--- src/rtl/add_seq_pkg.sv ---
// Shared constants and types for the word-serial multiword adder.
package add_seq_pkg;

  localparam int unsigned WORD_W = 16;

  typedef enum logic [1:0] {
    IDLE,
    RUN,
    DONE
  } state_t;

  // Word-index width; never narrower than one bit so WORDS=1 still has a counter.
  function automatic int unsigned idx_w(input int unsigned words);
    return (words <= 2) ? 1 : $clog2(words);
  endfunction

endpackage

--- src/rtl/carry_select_adder_16bit.sv ---
// 16-bit carry-select adder: four 4-bit blocks, each precomputing both carry-in
// outcomes, with the real carry choosing between them.
module carry_select_adder_16bit (
  input  logic [15:0] a,
  input  logic [15:0] b,
  input  logic        cin,
  output logic [15:0] sum,
  output logic        cout
);

  logic [4:0] blk_s0 [4];
  logic [4:0] blk_s1 [4];

  for (genvar g = 0; g < 4; g++) begin : g_blk
    assign blk_s0[g] = {1'b0, a[g*4 +: 4]} + {1'b0, b[g*4 +: 4]};
    assign blk_s1[g] = {1'b0, a[g*4 +: 4]} + {1'b0, b[g*4 +: 4]} + 5'd1;
  end

  always_comb begin
    logic c;
    c   = cin;
    sum = '0;
    for (int unsigned i = 0; i < 4; i++) begin
      sum[i*4 +: 4] = c ? blk_s1[i][3:0] : blk_s0[i][3:0];
      c             = c ? blk_s1[i][4]   : blk_s0[i][4];
    end
    cout = c;
  end

endmodule

--- src/rtl/multiword_add_sequencer.sv ---
// Word-serial WORDS x 16-bit adder sharing one carry_select_adder_16bit, LS word first.
// Optional ADD_OVF_FLAG_EN adds a registered signed-overflow output (ovf).
module multiword_add_sequencer
  import add_seq_pkg::*;
#(
  parameter int unsigned WORDS = 4
) (
  input  logic                  clk,
  input  logic                  rst_n,
  input  logic                  in_valid,
  output logic                  in_ready,
  input  logic [WORD_W*WORDS-1:0] a,
  input  logic [WORD_W*WORDS-1:0] b,
  input  logic                  cin,
  output logic                  out_valid,
  input  logic                  out_ready,
  output logic [WORD_W*WORDS-1:0] sum,
  output logic                  cout
`ifdef ADD_OVF_FLAG_EN
  ,
  output logic                  ovf
`endif
);

  localparam int unsigned W     = WORD_W * WORDS;
  localparam int unsigned IDX_W = idx_w(WORDS);
  localparam logic [IDX_W-1:0] LAST_IDX = IDX_W'(WORDS - 1);

  state_t           state, state_next;
  logic [W-1:0]     a_sr, b_sr;
  logic             carry;
  logic [IDX_W-1:0] idx;
  logic [WORD_W-1:0] add_sum;
  logic             add_cout;
  logic             last;

`ifdef ADD_OVF_FLAG_EN
  // Operand MSBs are shifted out of the operand registers, so keep them aside.
  logic a_msb, b_msb;
`endif

  carry_select_adder_16bit u_adder (
    .a   (a_sr[WORD_W-1:0]),
    .b   (b_sr[WORD_W-1:0]),
    .cin (carry),
    .sum (add_sum),
    .cout(add_cout)
  );

  assign last = (idx == LAST_IDX);

  always_ff @(posedge clk) begin
    if (!rst_n) state <= IDLE;
    else        state <= state_next;
  end

  always_comb begin
    state_next = state;
    unique case (state)
      IDLE:    if (in_valid)  state_next = RUN;
      RUN:     if (last)      state_next = DONE;
      DONE:    if (out_ready) state_next = IDLE;
      default: state_next = IDLE;
    endcase
  end

  always_comb begin
    in_ready  = (state == IDLE);
    out_valid = (state == DONE);
  end

  always_ff @(posedge clk) begin
    if (!rst_n) begin
      a_sr  <= '0;
      b_sr  <= '0;
      carry <= 1'b0;
      idx   <= '0;
      sum   <= '0;
      cout  <= 1'b0;
`ifdef ADD_OVF_FLAG_EN
      a_msb <= 1'b0;
      b_msb <= 1'b0;
      ovf   <= 1'b0;
`endif
    end else begin
      unique case (state)
        IDLE: begin
          if (in_valid) begin
            a_sr  <= a;
            b_sr  <= b;
            carry <= cin;
            idx   <= '0;
`ifdef ADD_OVF_FLAG_EN
            a_msb <= a[W-1];
            b_msb <= b[W-1];
`endif
          end
        end
        RUN: begin
          sum[idx*WORD_W +: WORD_W] <= add_sum;
          carry <= add_cout;
          idx   <= idx + IDX_W'(1);
          a_sr  <= a_sr >> WORD_W;
          b_sr  <= b_sr >> WORD_W;
          if (last) begin
            cout <= add_cout;
`ifdef ADD_OVF_FLAG_EN
            ovf  <= (a_msb == b_msb) && (add_sum[WORD_W-1] != a_msb);
`endif
          end
        end
        default: ;
      endcase
    end
  end

endmodule

--- config.mk ---
export PLATFORM = sky130hd
export DESIGN_NAME = multiword_add_sequencer
export DESIGN_NICKNAME = d
export VERILOG_FILES = /design/src/rtl/add_seq_pkg.sv /design/src/rtl/carry_select_adder_16bit.sv /design/src/rtl/multiword_add_sequencer.sv
export SDC_FILE = /design/constraint.sdc
export NUM_CORES = 1
export LEC_CHECK = 0
export CAP_MARGIN = 30
export CORE_AREA = 2 2 144 146
export CTS_CLUSTER_SIZE = 30
export DETAILED_ROUTE_END_ITERATION = 16
export DIE_AREA = 0 0 146 148
export PLACE_DENSITY = 0.74
export SYNTH_ARGS = -nofsm -noshare
export SYNTH_HDL_FRONTEND = slang
export SYNTH_SLANG_ARGS = --single-unit
--- constraint.sdc ---
create_clock -name clk -period 3.5 [get_ports clk]
set_clock_uncertainty 0.05 [all_clocks]
set_input_delay 0.35 -clock clk [delete_from_list [all_inputs] [get_ports clk]]
set_output_delay 0.35 -clock clk [all_outputs]
set_load 0.01 [all_outputs]
==> results.md, run 1 <==
- Status: finished, final reports clean
- CP max-delay cell: fa_1
- WS Path Type: reg -> reg
- Switching part of the total power: 0.267
- CTS Buffer Depth: 2
- Final cycle utilization of the critical path: 0.957
- Placement-stage cell area: approximately 11000 µm²
- Post-Syn Area: slightly above 9000 µm²
- Top_reg_cell synth: dfxtp_1
- Final Instance Area: 12100 µm²
- Top cell type's share of synthesized area: 0.425
- Die Width: roughly 150 µm
- Data arrival, critical path: 3620 ps
- Full die area: between 20000 and 25000 µm²
- # H-tree levels: 4
- Seq/Total Area, Yosys: 0.425
- Max_cap viols: 0
- Fin crit period: 3350 ps
- Peak Freq: 299 MHz
- Setup ws final: 150 ps
- Initial antenna violation count: 1
- Vias in the first global route: ~7400
- First-pass GRT wire length: ~40000 µm
- Crit-path max cell delay: 550 ps
- Total global-route track usage: 0.221
- Reg2reg start: a_sr[0]
- DP HPWL: 17000 µm
- Crit. Startpoint: a_sr[0]
- CTS Sinks: around 200
- Seq pwr share: 0.455
- Clk root buf: clkbuf_16
- FF-to-FF setup slack: 150 ps
- Post-synth top cells: dfxtp_1, nor2b_1, a21oi_1, nor2_1, o221a_2
- Power density over the cells: around 450 nW/µm²
- Async SR Flop Fraction: 0
- Yosys top cell by area: dfxtp_1
- Nature of the critical path endpoint: register
- Syn avg cell area: 9.11 µm²
- Syn-to-layout area delta: 30.0%
- Pin count of the biggest net entering global routing: 106
- Unrepaired setup endpoints after global routing: false
- Port bufs: 199
- Worst vdd ir: 347 µV
- Gate Count Post-Synth: just over 1000
- Final wirelength: 24400 µm
- CTS tree: done
- # IOs: 200
- DRC viols: 0
- Syn Nets: between 1000 and 1500
- Initial Utilization: 0.466
- Yosys cell types: 51
- Slew headroom: 0.324
- Detailed Route Iter0 Violations: between 400 and 500
- Pins over their slew limit: 0
- HP Start: sum[15]
- Psw: about 1.5 mW
- Via count: 7881
- R2R Path End: sum[61]
- Hold crit path type: reg -> reg
- Reg2reg path depth: 10
- CORE AREA: 20000 µm²
- YS warnings: 0
- GRT Residual Overflow: 0
- CP Cell Sequence: ha_1 -> fa_1 -> ha_1 -> nand3_2 -> or4_4 -> and4_4 -> nor3_4 -> xor2_2 -> mux2_2 -> a32o_1
- Yosys reg bits: 198
- Die Span Y: 148 µm
- Leak: 4.63 nW
- Layout cells sized above 1: 0.143
- Critical path capture point: sum[61]
- Synth top area cells: dfxtp_1, o221a_2, nor2b_1, a21oi_1, a22oi_1
- FP Rows: 52
- Comb power frac: 0.177
- Post-CTS setup buffer count: 0
- Crit path max fanout: 4
- Number of CTS-inserted buffers: 17
- WL/cell: 16.9 µm
- Clock network fraction of total power: 0.368
- Number of synthesized flops with an enable pin: 0
- Critical path's most frequent cell: ha_1
- First-pass DRT Iterations: 5
- Internal power: around 4 mW
- Gp weighted congestion: 0.794
- Required time of the critical path: 3770 ps
- Vias/cell: 5.45
- Fin. Hold Viols: 0
- Routed Antenna Nets: 0
- Nets: 1325
- Pre-CTS WS: 75.0 ps
- Worst skew pair latency: 430 ps
- Final setup fails: 0
- Most frequent cell after synthesis: dfxtp_1
- Hold-fix buffers, CTS: 0
- Setup crit start kind: register
- Setup TNS: 0 ps
- CTS clk-pin slew, worst paths: 70 ps
- Worst slew pin tran: roughly 1000 ps
[cell usage in the layout, fill, tap and decap left out, types with 5 or more instances in the layout]
cell             count
clkdlybuf4s50_1    197
dfxtp_1            196
nor2b_1            166
a21oi_1            108
nor2_1             105
o221a_2             96
a22oi_1             65
nand2_1             33
ha_1                26
clkbuf_16           17
buf_4               16
inv_1               13
a32o_1              12
xor2_1              10
xnor2_1              9
o21ai_1              9
nand2b_1             7
a21boi_0             7
and2_1               5
[final cells by class]
type,instances,area [µm²]
Timing Repair Buffer,216,2160
Multi-Input combinational cell,716,5000
Tap cell,270,338
Fill cell,1801,7910
Clock buffer,21,470
Clock inverter,11,139
Antenna cell,1,2.50
Inverter,13,48.8
Sequential cell,198,3970
[sequential cells by signal (all words and copies together), names as in the netlist]
name,flops
b_sr,64
sum,64
a_sr,64
carry,1
state,2
idx,2
cout,1
[worst max-delay path: cells and delay by family (launching register included)]
family                   cells  cell delay, ps
AND/OR/NAND/NOR              4            1050
adder cells (fa/ha/maj)      3             980
multiplexers                 1             390
flip-flops                   1             320
AO/OA/AOI/OAI                1             260
XOR/XNOR                     1             200
[worst min-delay path by stage]
stage               cells after the start      end
finish                                  2  sum[15]
global route                            2  sum[63]
CTS                                     2  sum[15]
detailed placement                      2  sum[15]
global placement                        2  sum[15]
floorplan                               2  sum[14]
[power by group through the flow]
stage	combinational (mW)	clock, mW	sequential (mW)
after floorplan	0.624	0	2.50
after global placement	0.942	0	2.53
after detailed placement	0.956	0	2.53
after CTS	0.965	2.04	2.48
after global routing	1.06	2.14	2.50
final	0.965	2.01	2.48
[what timing repair did]
action	CTS	global route
resized for setup	0	4
endpoints found under the setup margin	0	4
endpoints found under the hold margin	0	0
[cells by family (layout without fill, tap and decap cells)]
group	after synthesis	after routing	share of synthesized area
compound gates	315	315	0.263
xor+xnor	21	21	0.0205
fa+ha+maj	30	30	0.0434
buf+inv	111	261	0.0449
flops	198	198	0.425
mux	5	5	0.00563
other cells	0	1	0
simple gates	345	345	0.198
[per-layer routing]
| metal | up-vias | share of wire | global-route usage |
|---|---|---|---|
| met4 | 0 | 0.017 | 0.0670 |
| li1 | 3953 | - | - |
| met2 | 234 | 0.47 | 0.363 |
| met1 | 3663 | 0.45 | 0.292 |
| met5 | - | 0 | 0 |
| met3 | 31 | 0.062 | 0.0503 |
[through the flow]
step | util | hold WS (ps) | total power, mW | cells
3_5_place_dp | 0.574 | 396 | 3.49 | 1413
5_1_grt | 0.605 | 419 | 5.70 | 1445
2_1_floorplan | - | 421 | 3.12 | 1025
6_report | 0.605 | 399 | 5.45 | 1446
3_3_place_gp | 0.572 | 390 | 3.47 | 1412
4_1_cts | 0.604 | 405 | 5.49 | 1445
Note: power is estimated with default switching activity, not from simulation.
==> inputs of run 2 (changes only) <==
CTS_CLUSTER_DIAMETER = 150   (was not set)
==> results of run 2 <==
Same layout as run 1: the final DEF is identical, and so are final timing and power.
==> inputs of run 3 (changes only) <==
CORE_AREA = 2 2 103 205   (was 2 2 144 146)
DIE_AREA = 0 0 105 207   (was 0 0 146 148)
SLEW_MARGIN = 10   (was not set)
clock period = 4.3 ns   (was 3.5 ns; I/O delays follow)
==> run 3 against run 2 <==
Sequential power decreased by 19%. Fmax decreased by 1.9%. Total power decreased by 20%. Hold slack got worse by 190 ps. Die area increased by 0.59%. Final area decreased by 0.78%. Non-clock buffer count decreased by 4. Largest power group unchanged. Highest routed layer unchanged.
==> results.md, run 3 (synthesis results as in run 1) <==
- CP Cell Sequence: ha_1 -> fa_1 -> xor2_2 -> nand3_2 -> or4_4 -> and4_4 -> nor3_2 -> xor2_1 -> mux2_2 -> a32o_1
- Die Span Y: around 210 µm
- Final Instance Area: 12000 µm²
- Initial antenna violation count: 0
- Pins over their slew limit: 0
- Biggest regs: a_sr x64, b_sr x64, sum x64
- Number of CTS-inserted buffers: 17
- Antenna cells: 0
- Switching part of the total power: 0.281
- Hold path cells: 2
- FP Rows: 74
- Most frequent cells in the layout: clkdlybuf4s50_1, dfxtp_1, nor2b_1, a21oi_1, nor2_1
- Port bufs: 199
- Data arrival, critical path: 3700 ps
- Bufs and invs on worst path: 0
- WL/cell: around 18 µm
- WS Path Type: reg -> reg
- Commonest non-fill, non-tap cell in the layout: clkdlybuf4s50_1
- M3 GR Usage: 0.0538
- GRT Residual Overflow: 0
- Nets: 1321
- First-pass DRT Iterations: 5
- Seq pwr share: 0.458
- Detailed Route Iter0 Violations: 540
- Fin. Hold Viols: 0
- Routed Antenna Nets: 0
- Syn-to-layout area delta: 29.0%
- # IOs: 200
- Final cycle utilization of the critical path: 0.794
- CTS Buffer Depth: 2
- Crit-path leading delay family: simple AND/OR/NAND/NOR gates
- Placement-stage cell area: 11400 µm²
- Worst skew pair latency: around 450 ps
- CTS clk-pin slew, worst paths: 70 ps
- Clk root buf: clkbuf_16
- Post-CTS setup buffer count: 0
- Leak: 4.58 nW
- Total global-route track usage: 0.228
- Final core occ: 0.596
- Worst slew pin tran: between 800 and 900 ps
- Slew headroom: 0.432
- Crit path max fanout: 4
- Final setup fails: 0
- Full die area: about 22000 µm²
- Unrepaired setup endpoints after global routing: false
- Reg2reg path depth: 10
- Pre-CTS WS: between 900 and 1000 ps
- Peak Freq: 293 MHz
- Hold crit path type: in -> reg
- Met2 usage: 0.377
- Setup TNS: 0 ps
- DP HPWL: 17900 µm
- CTS Sinks: 198
- Via count: 8041
- Internal power: 3.15 mW
- Status: finished, final reports clean
- Worst vdd ir: ~250 µV
- Final wirelength: 25500 µm
- Final hold slack: 209 ps
- Initial Utilization: 0.462
- DRC viols: 0
- R2R Path End: sum[61]
- Layout cells sized above 1: 0.138
- Gp weighted congestion: 0.833
- Gr busiest metal: met2
- HP Start: rst_n
- Comb power frac: 0.185
- Hold-fix buffers, CTS: 0
- Vias/cell: around 5.6
- Psw: 1.23 mW
- Vias in the first global route: 7749
- Fin crit period: 3420 ps
- CORE AREA: 20200 µm²
- Pin count of the biggest net entering global routing: 110
- FF-to-FF setup slack: 880 ps
- Die Width: 105 µm
- First-pass GRT wire length: 40200 µm
- Max_cap viols: 0
- Nature of the critical path endpoint: register
- # H-tree levels: 4
- Setup ws final: 885 ps
- CTS tree: done
- Post-cts resize count: 0
- CP max-delay cell: or4_4
- Worst Hold End: sum[17]
- Setup crit start kind: register
- Clock network fraction of total power: 0.357
- GRT met1 Usage: 0.289
- Power density over the cells: around 360 nW/µm²
- Crit-path max cell delay: 510 ps
- Required time of the critical path: around 4600 ps
- Reg2reg start: a_sr[0]
[run 3: changes by cell type in the layout (fill, tap and decap cells not counted), moves of 2 or more]
| cell | previous run | this run |
|---|---|---|
| inv_6 | 3 | 5 |
| buf_4 | 16 | 12 |
| clkinv_2 | 0 | 2 |
| clkbuf_8 | 3 | 0 |
[run 3: worst max path at each step]
| stage | slack, ps | cells after the start | startpoint | endpoint |
|---|---|---|---|---|
| floorplan | 1110 | 10 | a_sr[0] | sum[61] |
| global placement | 1010 | 10 | a_sr[0] | sum[61] |
| detailed placement | 940 | 10 | a_sr[0] | sum[61] |
| CTS | 900 | 10 | a_sr[0] | sum[61] |
| global route | 690 | 10 | a_sr[0] | sum[61] |
| finish | 880 | 10 | a_sr[0] | sum[61] |
[run 3: metrics by stage]
| step | power (mW) | std cells |
|---|---|---|
| finish | 4.38 | 1437 |
| global route | 4.57 | 1437 |
| CTS | 4.41 | 1435 |
| detailed placement | 2.85 | 1403 |
| global placement | 2.83 | 1402 |
| floorplan | 2.54 | 1025 |
[run 3: power groups by stage]
stage / Combinational, mW / Sequential (mW) / Clock [mW]
after floorplan: 0.508 / 2.03 / 0
after global placement: 0.781 / 2.05 / 0
after detailed placement: 0.802 / 2.05 / 0
after CTS: 0.807 / 2.01 / 1.59
after global routing: 0.880 / 2.02 / 1.67
final: 0.809 / 2.01 / 1.56
[run 3: final cells by class]
type                            count  area [µm²]
Sequential cell                   198        3970
Fill cell                        1787        8150
Multi-Input combinational cell    716        4980
Clock buffer                       17         425
Tap cell                          266         333
Clock inverter                     15         144
Inverter                           13        48.8
Timing Repair Buffer              212        2140
[run 3: layer usage]
layer / up-vias / share of wire
li1: 3944 / -
met1: 3792 / 0.41
met2: 263 / 0.50
met3: 42 / 0.067
met4: 0 / 0.026
met5: - / 0
